## config.mk

```make
export PLATFORM = sky130hd
export DESIGN_NAME = countdown_timer
export DESIGN_NICKNAME = d
export VERILOG_FILES = /design/src/rtl/timer_pkg.sv /design/src/rtl/ms_prescaler.sv /design/src/rtl/countdown_timer.sv
export SDC_FILE = /design/constraint.sdc
export NUM_CORES = 1
export LEC_CHECK = 0
export ABC_AREA = 1
export CAP_MARGIN = 20
export CORE_ASPECT_RATIO = 0.7
export CORE_MARGIN = 2
export CORE_UTILIZATION = 40
export CTS_BUF_LIST = sky130_fd_sc_hd__clkbuf_2 sky130_fd_sc_hd__clkbuf_4 sky130_fd_sc_hd__clkbuf_8
export DETAILED_ROUTE_END_ITERATION = 12
export HOLD_SLACK_MARGIN = 0.12
export PLACE_DENSITY = 0.66
export SKIP_LAST_GASP = 1
export SLEW_MARGIN = 20
export SYNTH_ARGS = -nofsm -noshare
export SYNTH_HDL_FRONTEND = slang
export SYNTH_SLANG_ARGS = --single-unit
```

## constraint.sdc

```tcl
create_clock -name clk50mhz -period 1.7 [get_ports clk50mhz]
set_input_delay 0.34 -clock clk50mhz [delete_from_list [all_inputs] [get_ports clk50mhz]]
set_output_delay 0.34 -clock clk50mhz [all_outputs]
set_load 0.01 [all_outputs]
```

## src/rtl/timer_pkg.sv

```systemverilog
// rtl/timer_pkg.sv - shared timing constants and state encoding for the SCP timers
package timer_pkg;

    localparam int MS_CYCLES_DEFAULT = 50000;
    localparam int S_CYCLES_DEFAULT  = 50000000;

    localparam logic [1:0] ST_IDLE = 2'd0;
    localparam logic [1:0] ST_RUN  = 2'd1;
    localparam logic [1:0] ST_DONE = 2'd2;

    typedef enum logic [1:0] {
        IDLE = ST_IDLE,
        RUN  = ST_RUN,
        DONE = ST_DONE
    } state_e;

endpackage

```

## src/rtl/ms_prescaler.sv

```systemverilog
// rtl/ms_prescaler.sv - exact-period tick generator, one tick every CYCLES enabled clocks
module ms_prescaler
    import timer_pkg::*;
#(
    parameter int CYCLES = MS_CYCLES_DEFAULT
) (
    input  logic clk50mhz,
    input  logic rst,
    input  logic clr,
    input  logic en,
    output logic tick
);

    localparam int PW = (CYCLES > 1) ? $clog2(CYCLES) : 1;
    localparam logic [PW-1:0] LAST = PW'(CYCLES - 1);

    logic [PW-1:0] cnt;

    // Count holds while disabled so a paused timer resumes mid-period unless cleared.
    assign tick = en && (cnt == LAST);

    always_ff @(posedge clk50mhz) begin
        if (rst || clr) begin
            cnt <= '0;
        end else if (en) begin
            cnt <= tick ? '0 : cnt + PW'(1);
        end
    end

endmodule

```

## src/rtl/countdown_timer.sv

```systemverilog
// rtl/countdown_timer.sv - ms countdown timer with sticky irq; COUNTDOWN_TIMER_AUTO_RELOAD_EN selects periodic mode
module countdown_timer
    import timer_pkg::*;
#(
    parameter int MS_CYCLES = MS_CYCLES_DEFAULT,
    parameter int WIDTH     = 16
) (
    input  logic             clk50mhz,
    input  logic             rst,
    input  logic             wr_en,
    input  logic [WIDTH-1:0] wr_data,
    input  logic             start,
    input  logic             stop,
    input  logic             irq_ack,
    output logic [WIDTH-1:0] count,
    output logic             running,
    output logic             irq,
    output logic             overrun
);

    logic [1:0]       state, state_n;
    logic [WIDTH-1:0] reload, reload_n, count_n;
    logic             expire, pre_clr, pre_en, tick;
    logic             irq_n, overrun_n;

    // A load or stop on the tick edge suppresses that tick entirely.
    assign pre_en = (state == ST_RUN) && !wr_en && !stop;

    ms_prescaler #(.CYCLES(MS_CYCLES)) u_prescaler (
        .clk50mhz (clk50mhz),
        .rst      (rst),
        .clr      (pre_clr),
        .en       (pre_en),
        .tick     (tick)
    );

    always_comb begin
        state_n  = state;
        count_n  = count;
        reload_n = reload;
        expire   = 1'b0;
        pre_clr  = 1'b0;
        if (wr_en) begin
            count_n  = wr_data;
            reload_n = wr_data;
            pre_clr  = 1'b1;
            if (state == ST_RUN && wr_data == '0) begin
                state_n = ST_DONE;
                expire  = 1'b1;
            end
        end else if (stop) begin
            if (state == ST_RUN) begin
                state_n = ST_IDLE;
            end
        end else if (start && state != ST_RUN) begin
            if (count != '0) begin
                state_n = ST_RUN;
                pre_clr = 1'b1;
            end else if (state == ST_IDLE) begin
                state_n = ST_DONE;
                expire  = 1'b1;
            end
        end else if (tick) begin
            if (count > WIDTH'(1)) begin
                count_n = count - WIDTH'(1);
            end else begin
                expire = 1'b1;
`ifdef COUNTDOWN_TIMER_AUTO_RELOAD_EN
                count_n = reload;
                if (reload == '0) begin
                    state_n = ST_DONE;
                end
`else
                count_n = '0;
                state_n = ST_DONE;
`endif
            end
        end
    end

    // An ack coinciding with an expiry still leaves irq set for the new event.
    assign irq_n     = expire | (irq & ~irq_ack);
    assign overrun_n = ~irq_ack & (overrun | (expire & irq));

    always_ff @(posedge clk50mhz) begin
        if (rst) begin
            state   <= ST_IDLE;
            count   <= '0;
            reload  <= '0;
            running <= 1'b0;
            irq     <= 1'b0;
            overrun <= 1'b0;
        end else begin
            state   <= state_n;
            count   <= count_n;
            reload  <= reload_n;
            running <= (state_n == ST_RUN);
            irq     <= irq_n;
            overrun <= overrun_n;
        end
    end

endmodule
```

* Word level (Yosys, flattened, before mapping)
Cells that the tools add are included.
** Word-level totals
- Input port bits :: 22
- Bits in registers :: 37
- Logic and storage cells :: 61
** Cells by class
- Eq/ne operators :: 6
- Magnitude comparators :: 1
- Bitwise gates (word level) :: 6
- Add/subtract/negate cells :: 2
- Muxes and demuxes :: 27
- Reductions and logical operators :: 13
** Operator list (count)
- $mux W16 :: 6
- $mux W2 :: 9
- $add A16 B1 Y16 const B :: 1
- $eq A16 B16 Y1 const B :: 1
- $gt A16 B1 Y1 const B :: 1
- $logic_not A16 Y1 :: 1
- $reduce_bool A16 Y1 :: 1
- $sub A16 B1 Y16 const B :: 1
- $mux W1 :: 12
- $logic_and A1 B1 Y1 :: 5
- $eq A2 B1 Y1 const B :: 2
- $ne A2 B2 Y1 const B :: 2
- $and A1 B1 Y1 :: 3
- $reduce_and A3 Y1 :: 1
- $logic_not A1 Y1 :: 2
- $logic_not A2 Y1 :: 1
- $ne A2 B1 Y1 const B :: 1
- $or A1 B1 Y1 :: 2
- $reduce_bool A2 Y1 :: 1
- $logic_or A1 B1 Y1 :: 1
- $not A1 Y1 :: 1

* Longest topological paths before layout
- Depth after elaboration :: 11
- Depth in mapped cells :: 12
- Gate-level depth less buffers :: 12

* By module
A second synthesis with hierarchy kept.
** Unflattened totals
- Cells, all modules :: 363
- Area total of the unflattened synthesis :: 2444.8 um^2
** By module, submodules not included
- countdown_timer :: cells each 237, instances 1, area each 1595.3 um^2, sequential area each 420.4 um^2
- ms_prescaler :: cells each 126, instances 1, area each 849.6 um^2, sequential area each 320.3 um^2

* Worst setup path before layout
OpenSTA, ideal clock, no wires.
- Path kind :: register to register
- Start :: reg count[0]
- End :: reg count[9]
- Library setup time :: 0.065 ns
- Path slack :: 0.055 ns
- Arrival time :: 1.580 ns
- Cell stages (with the launch flop) :: 11
- Cell sequence :: dfxtp_1 inv_1 ha_1 or2_1 nand2_1 nor2_1 nor2_2 nand2_1 nor2_1 nor2_1 nor2_1
** On the way
- Longest elaborated chain between the ends :: 6
- Elaborated cells on any way between the ends :: 7
** Ends and longest elaborated chain
- start, declared :: line countdown_timer.sv:15 : output logic [WIDTH-1:0] count,
- start signal, assigned :: line countdown_timer.sv:95 : count <= count_n;
- $sub A16 B1 Y16 / $gt A16 B1 Y1 (equally long branches) :: line countdown_timer.sv:65, countdown_timer.sv:64
- $mux W16 (*) :: line countdown_timer.sv:64 : if (count > WIDTH'(1)) begin
- $mux W16 (*) :: line countdown_timer.sv:63 : end else if (tick) begin
- $mux W16 (*) :: line countdown_timer.sv:55 : end else if (start && state != ST_RUN) begin
- $mux W16 (*) :: line countdown_timer.sv:51 : end else if (stop) begin
- $mux W16 (*) :: line countdown_timer.sv:43 : if (wr_en) begin
Mark *: on every way between the ends. The rest lies on a longest branch, timed or not. The select of a mux whose other input is x is not followed.
A chain may end at the register's enable or synchronous reset.

* Worst setup path in the final report
- Start :: reg count[4]
- End :: out count[4]
No word-level cell between the ends.

==> implementation parameters <==
Parameter                              Value

Worst setup path
  Kind of critical path ... reg -> out
  Start of the worst register-to-register path ... count[0]$_SDFFE_PP0P_
  Family with the most delay on the worst path ... buffers and inverters
  Worst r2r dst ... count[2]$_SDFFE_PP0P_
  Arr. time, crit path ... 1.33 ns
  Max FO, Critical Path ... 5
  Instance count on the critical path ... 1
  Critical path origin ... count[4]$_SDFFE_PP0P_
  Critical path required time ... 1.36 ns
  Kind of launch point of the worst setup path ... flop
  Buf+Inv Stages, Crit Path ... 1
  Critical path endpoint category ... primary output
  Crit path largest cell delay ... 0.58 ns
  Crit-path cells ... clkdlybuf4s50_1
  Register-to-Register Path Depth ... 9
  Worst setup path endpoint ... count[4]
  Setup slack of the most critical reg-to-reg path ... 0.09 ns
  Master of the slowest instance on the critical path ... sky130_fd_sc_hd__clkdlybuf4s50_1

Power
  Power density over the cells ... 676.2 mW/mm2
  Worst voltage drop across the vdd grid ... 0.4452 mV
  Pwr Total ... 2.245 mW
  Lkg Pwr ... 1.471 nW

Timing
  Fin Clk Skew ... 0.01046 ns
  Slew of the pin with the lowest slew margin ... 0.3248 ns
  RSZ-0062 raised after global routing ... yes
  Highest clock frequency the design can meet ... 599.3 MHz
  Final hold viol count ... 0
  Rel. slew slack ... 78.15%
  Fin worst setup slack ... 0.03131 ns
  Worst hold slack across all endpoints ... 0.4508 ns
  Final setup violation count ... 0
  Share of the clock period used by the worst path ... 98.16%
  Clock period minus final worst setup slack ... 1.669 ns
  Max-slew violations ... 0

Global route
  Grt ovf ... 0
  Met1 layer usage reported by global route ... 28.18%
  Met2 track demand over resource in global routing ... 29.86%
  First-pass GRT wire length ... 10340 um
  Pin count of the biggest net entering global routing ... 17
  Global routing usage on met3 ... 3.427%
  Vias in the first global route ... 2162
  Top Usage Layer GRT ... met2
  All-Layer GR Usage ... 19.37%
  Number of antenna violations at the first check in global routing ... 0

Synth
  Number of instances in the synthesized netlist ... 368
  Area share of the largest cell type after synthesis ... 30.69%
  Number of storage elements in the synthesis netlist ... 37
  Number of distinct library cells after synthesis ... 35
  Seq/Total Area, Yosys ... 30.69%
  Count of warnings emitted by yosys ... 0
  Number of nets produced by synthesis ... 394
  Top cells by area, synth ... sky130_fd_sc_hd__dfxtp_1, sky130_fd_sc_hd__nand2_1, sky130_fd_sc_hd__nor2_1, sky130_fd_sc_hd__xor2_1, sky130_fd_sc_hd__inv_1
  Mapped Area ... 0.002414 mm2
  Top cell type by total area after synthesis ... sky130_fd_sc_hd__dfxtp_1
  Avg Inst Size Synth ... 6.559 um2

Detailed routing
  Final wirelength ... 6492 um
  Antenna viol nets, final ... 0
  Number of violations reported at the end of detailed-routing iteration 0 ... 132
  Post-DR wirelength/cell ... 12.53 um
  Number of vias after detailed routing ... 2521
  Length of the first detailed-routing pass in iterations ... 4
  Vias per Instance ... 4.867
  DR DRC count ... 0

Placed design
  Last weighted congestion value of the routability-driven placer ... 0.8682
  Count of input and output buffers ... 40
  Post-Place Setup Slack ... -0.2654 ns
  Half-perimeter wire length of the detailed placement result ... 4870 um

Clock tree
  Maximum clock insertion buffer count ... 2
  Number of clock buffers inserted by TritonCTS ... 5
  Sinks on Clock Net ... 37
  Clock Latency Late Sink ... 0.29 ns
  Number of H-tree levels ... 2
  Clock Root Buffer ... sky130_fd_sc_hd__clkbuf_8
  Hold-fix buffers at CTS ... 0
  Clock-pin slew on the worst setup and hold paths ... 0.08 ns
  CTS tree ... done

Hold path
  Min-Delay Path Class ... reg -> reg

Flow run
  Total of max-cap violations ... 0

Final layout
  Layout net count ... 468
  Fraction of layout instances using a drive strength above 1 ... 21.67%
  Antenna cells ... 0
  Most common library cell in the layout ignoring fill and taps ... sky130_fd_sc_hd__nand2_1
  Area growth from synthesis to layout ... 37.58%
  FILL cells ... 559
  Most frequent cells in the layout ... sky130_fd_sc_hd__nand2_1, sky130_fd_sc_hd__nor2_1, sky130_fd_sc_hd__clkdlybuf4s50_1

Outcome
  Run status ... finished clean

Die
  Die Area ... 0.006681 mm2
  Die boundary height ... 68.99 um
  FP Rows ... 23
  Starting density of the core ... 41.73%
  Core Region ... 0.005784 mm2
  Count of pins on the block boundary ... 41
  Die width ... 96.85 um
-- cells in the mapped netlist, drive strengths merged --
cell    number
a21oi       15
dfxtp       37
clkbuf       3
inv         38
a31oi        6
nand4        7
nor3         9
and2         2
or2          2
nor2        69
nand3       26
ha           4
nor3b        2
nor4         3
buf          4
o21ai       10
xor2        18
clkinv       2
xnor2        2
nand2      107
nand3b       2
-- sequential cells by signal, indices dropped and copies added (netlist names) --
register and cells:
irq 1, u_prescaler.cnt 16, state 2, count 16
overrun 1, running 1
-- metal layers --
layer,wire length [um],up-vias,share of wire [%]
met1,3374,1125,52
met3,386,9,5.9
li1,-,1318,-
met4,68,0,1.0
met2,2662,69,41
met5,0,-,0
-- cells by family after synthesis --
group / share of synthesized area, %
and+or+nand+nor: 44.79
buffers and inverters: 8.294
DFF: 30.69
AOI/OAI and AO/OA: 6.895
xor gates and xnor gates: 7.258
adders and majority gates: 2.074
-- tightest hold or removal path, cell delays in order (launching register included) --
cell                      delay (ns)
sky130_fd_sc_hd__dfxtp_1        0.31
sky130_fd_sc_hd__nand2_1        0.06
sky130_fd_sc_hd__nand2_1        0.04
-- stage by stage --
step / instances / utilization, % / area [um2] / setup TNS, ns
2_1_floorplan: 368 / - / 2414 / 0
3_3_place_gp: 505 / 53.17 / 3075 / -3.636
6_report: 518 / 57.41 / 3321 / 0
4_1_cts: 514 / 55.09 / 3187 / 0
5_1_grt: 518 / 57.41 / 3321 / -0.1065
3_5_place_dp: 505 / 53.17 / 3075 / -4.670
-- where the power goes --
part           leakage [nW]  internal (mW)  total [mW]  switching [mW]
Combinational          1.11          0.285       0.608           0.324
Sequential            0.304          0.902       0.939          0.0377
Clock                0.0542          0.367       0.698           0.331
Total                  1.47           1.55        2.25           0.692
-- worst min-delay path by stage --
| stage | from | end | slack [ns] | cells after the start |
|---|---|---|---|---|
| after detailed placement | overrun$_SDFF_PP0_ | overrun$_SDFF_PP0_ | 0.44 | 2 |
| final | overrun$_SDFF_PP0_ | overrun$_SDFF_PP0_ | 0.45 | 2 |
| after global placement | overrun$_SDFF_PP0_ | overrun$_SDFF_PP0_ | 0.44 | 2 |
| after global routing | overrun$_SDFF_PP0_ | overrun$_SDFF_PP0_ | 0.49 | 2 |
| after floorplan | u_prescaler.cnt[1]$_SDFFE_PP0P_ | u_prescaler.cnt[1]$_SDFFE_PP0P_ | 0.46 | 2 |
| after CTS | overrun$_SDFF_PP0_ | overrun$_SDFF_PP0_ | 0.45 | 2 |
-- what timing repair did --
item | in CTS | in global routing
gates resized for setup | 1 | 28
endpoints found under the setup margin | 2 | 36
cloned | 0 | 1
pin swaps | 1 | 11
setup buffers | 1 | 3
-- area by class of cell --
cell class                 instances  area [um2]  share of cell area, %
clock inverter                     1       5.005                 0.1507
multi-input combinational        285        1563                  47.06
clock buffer                       7       96.34                  2.901
tap                               75       93.84                  2.826
timing repair buffer              73       665.6                  20.05
sequential                        37       747.0                  22.49
inverter                          40       150.1                  4.521
No activity file was read; power rests on OpenSTA's default activity.
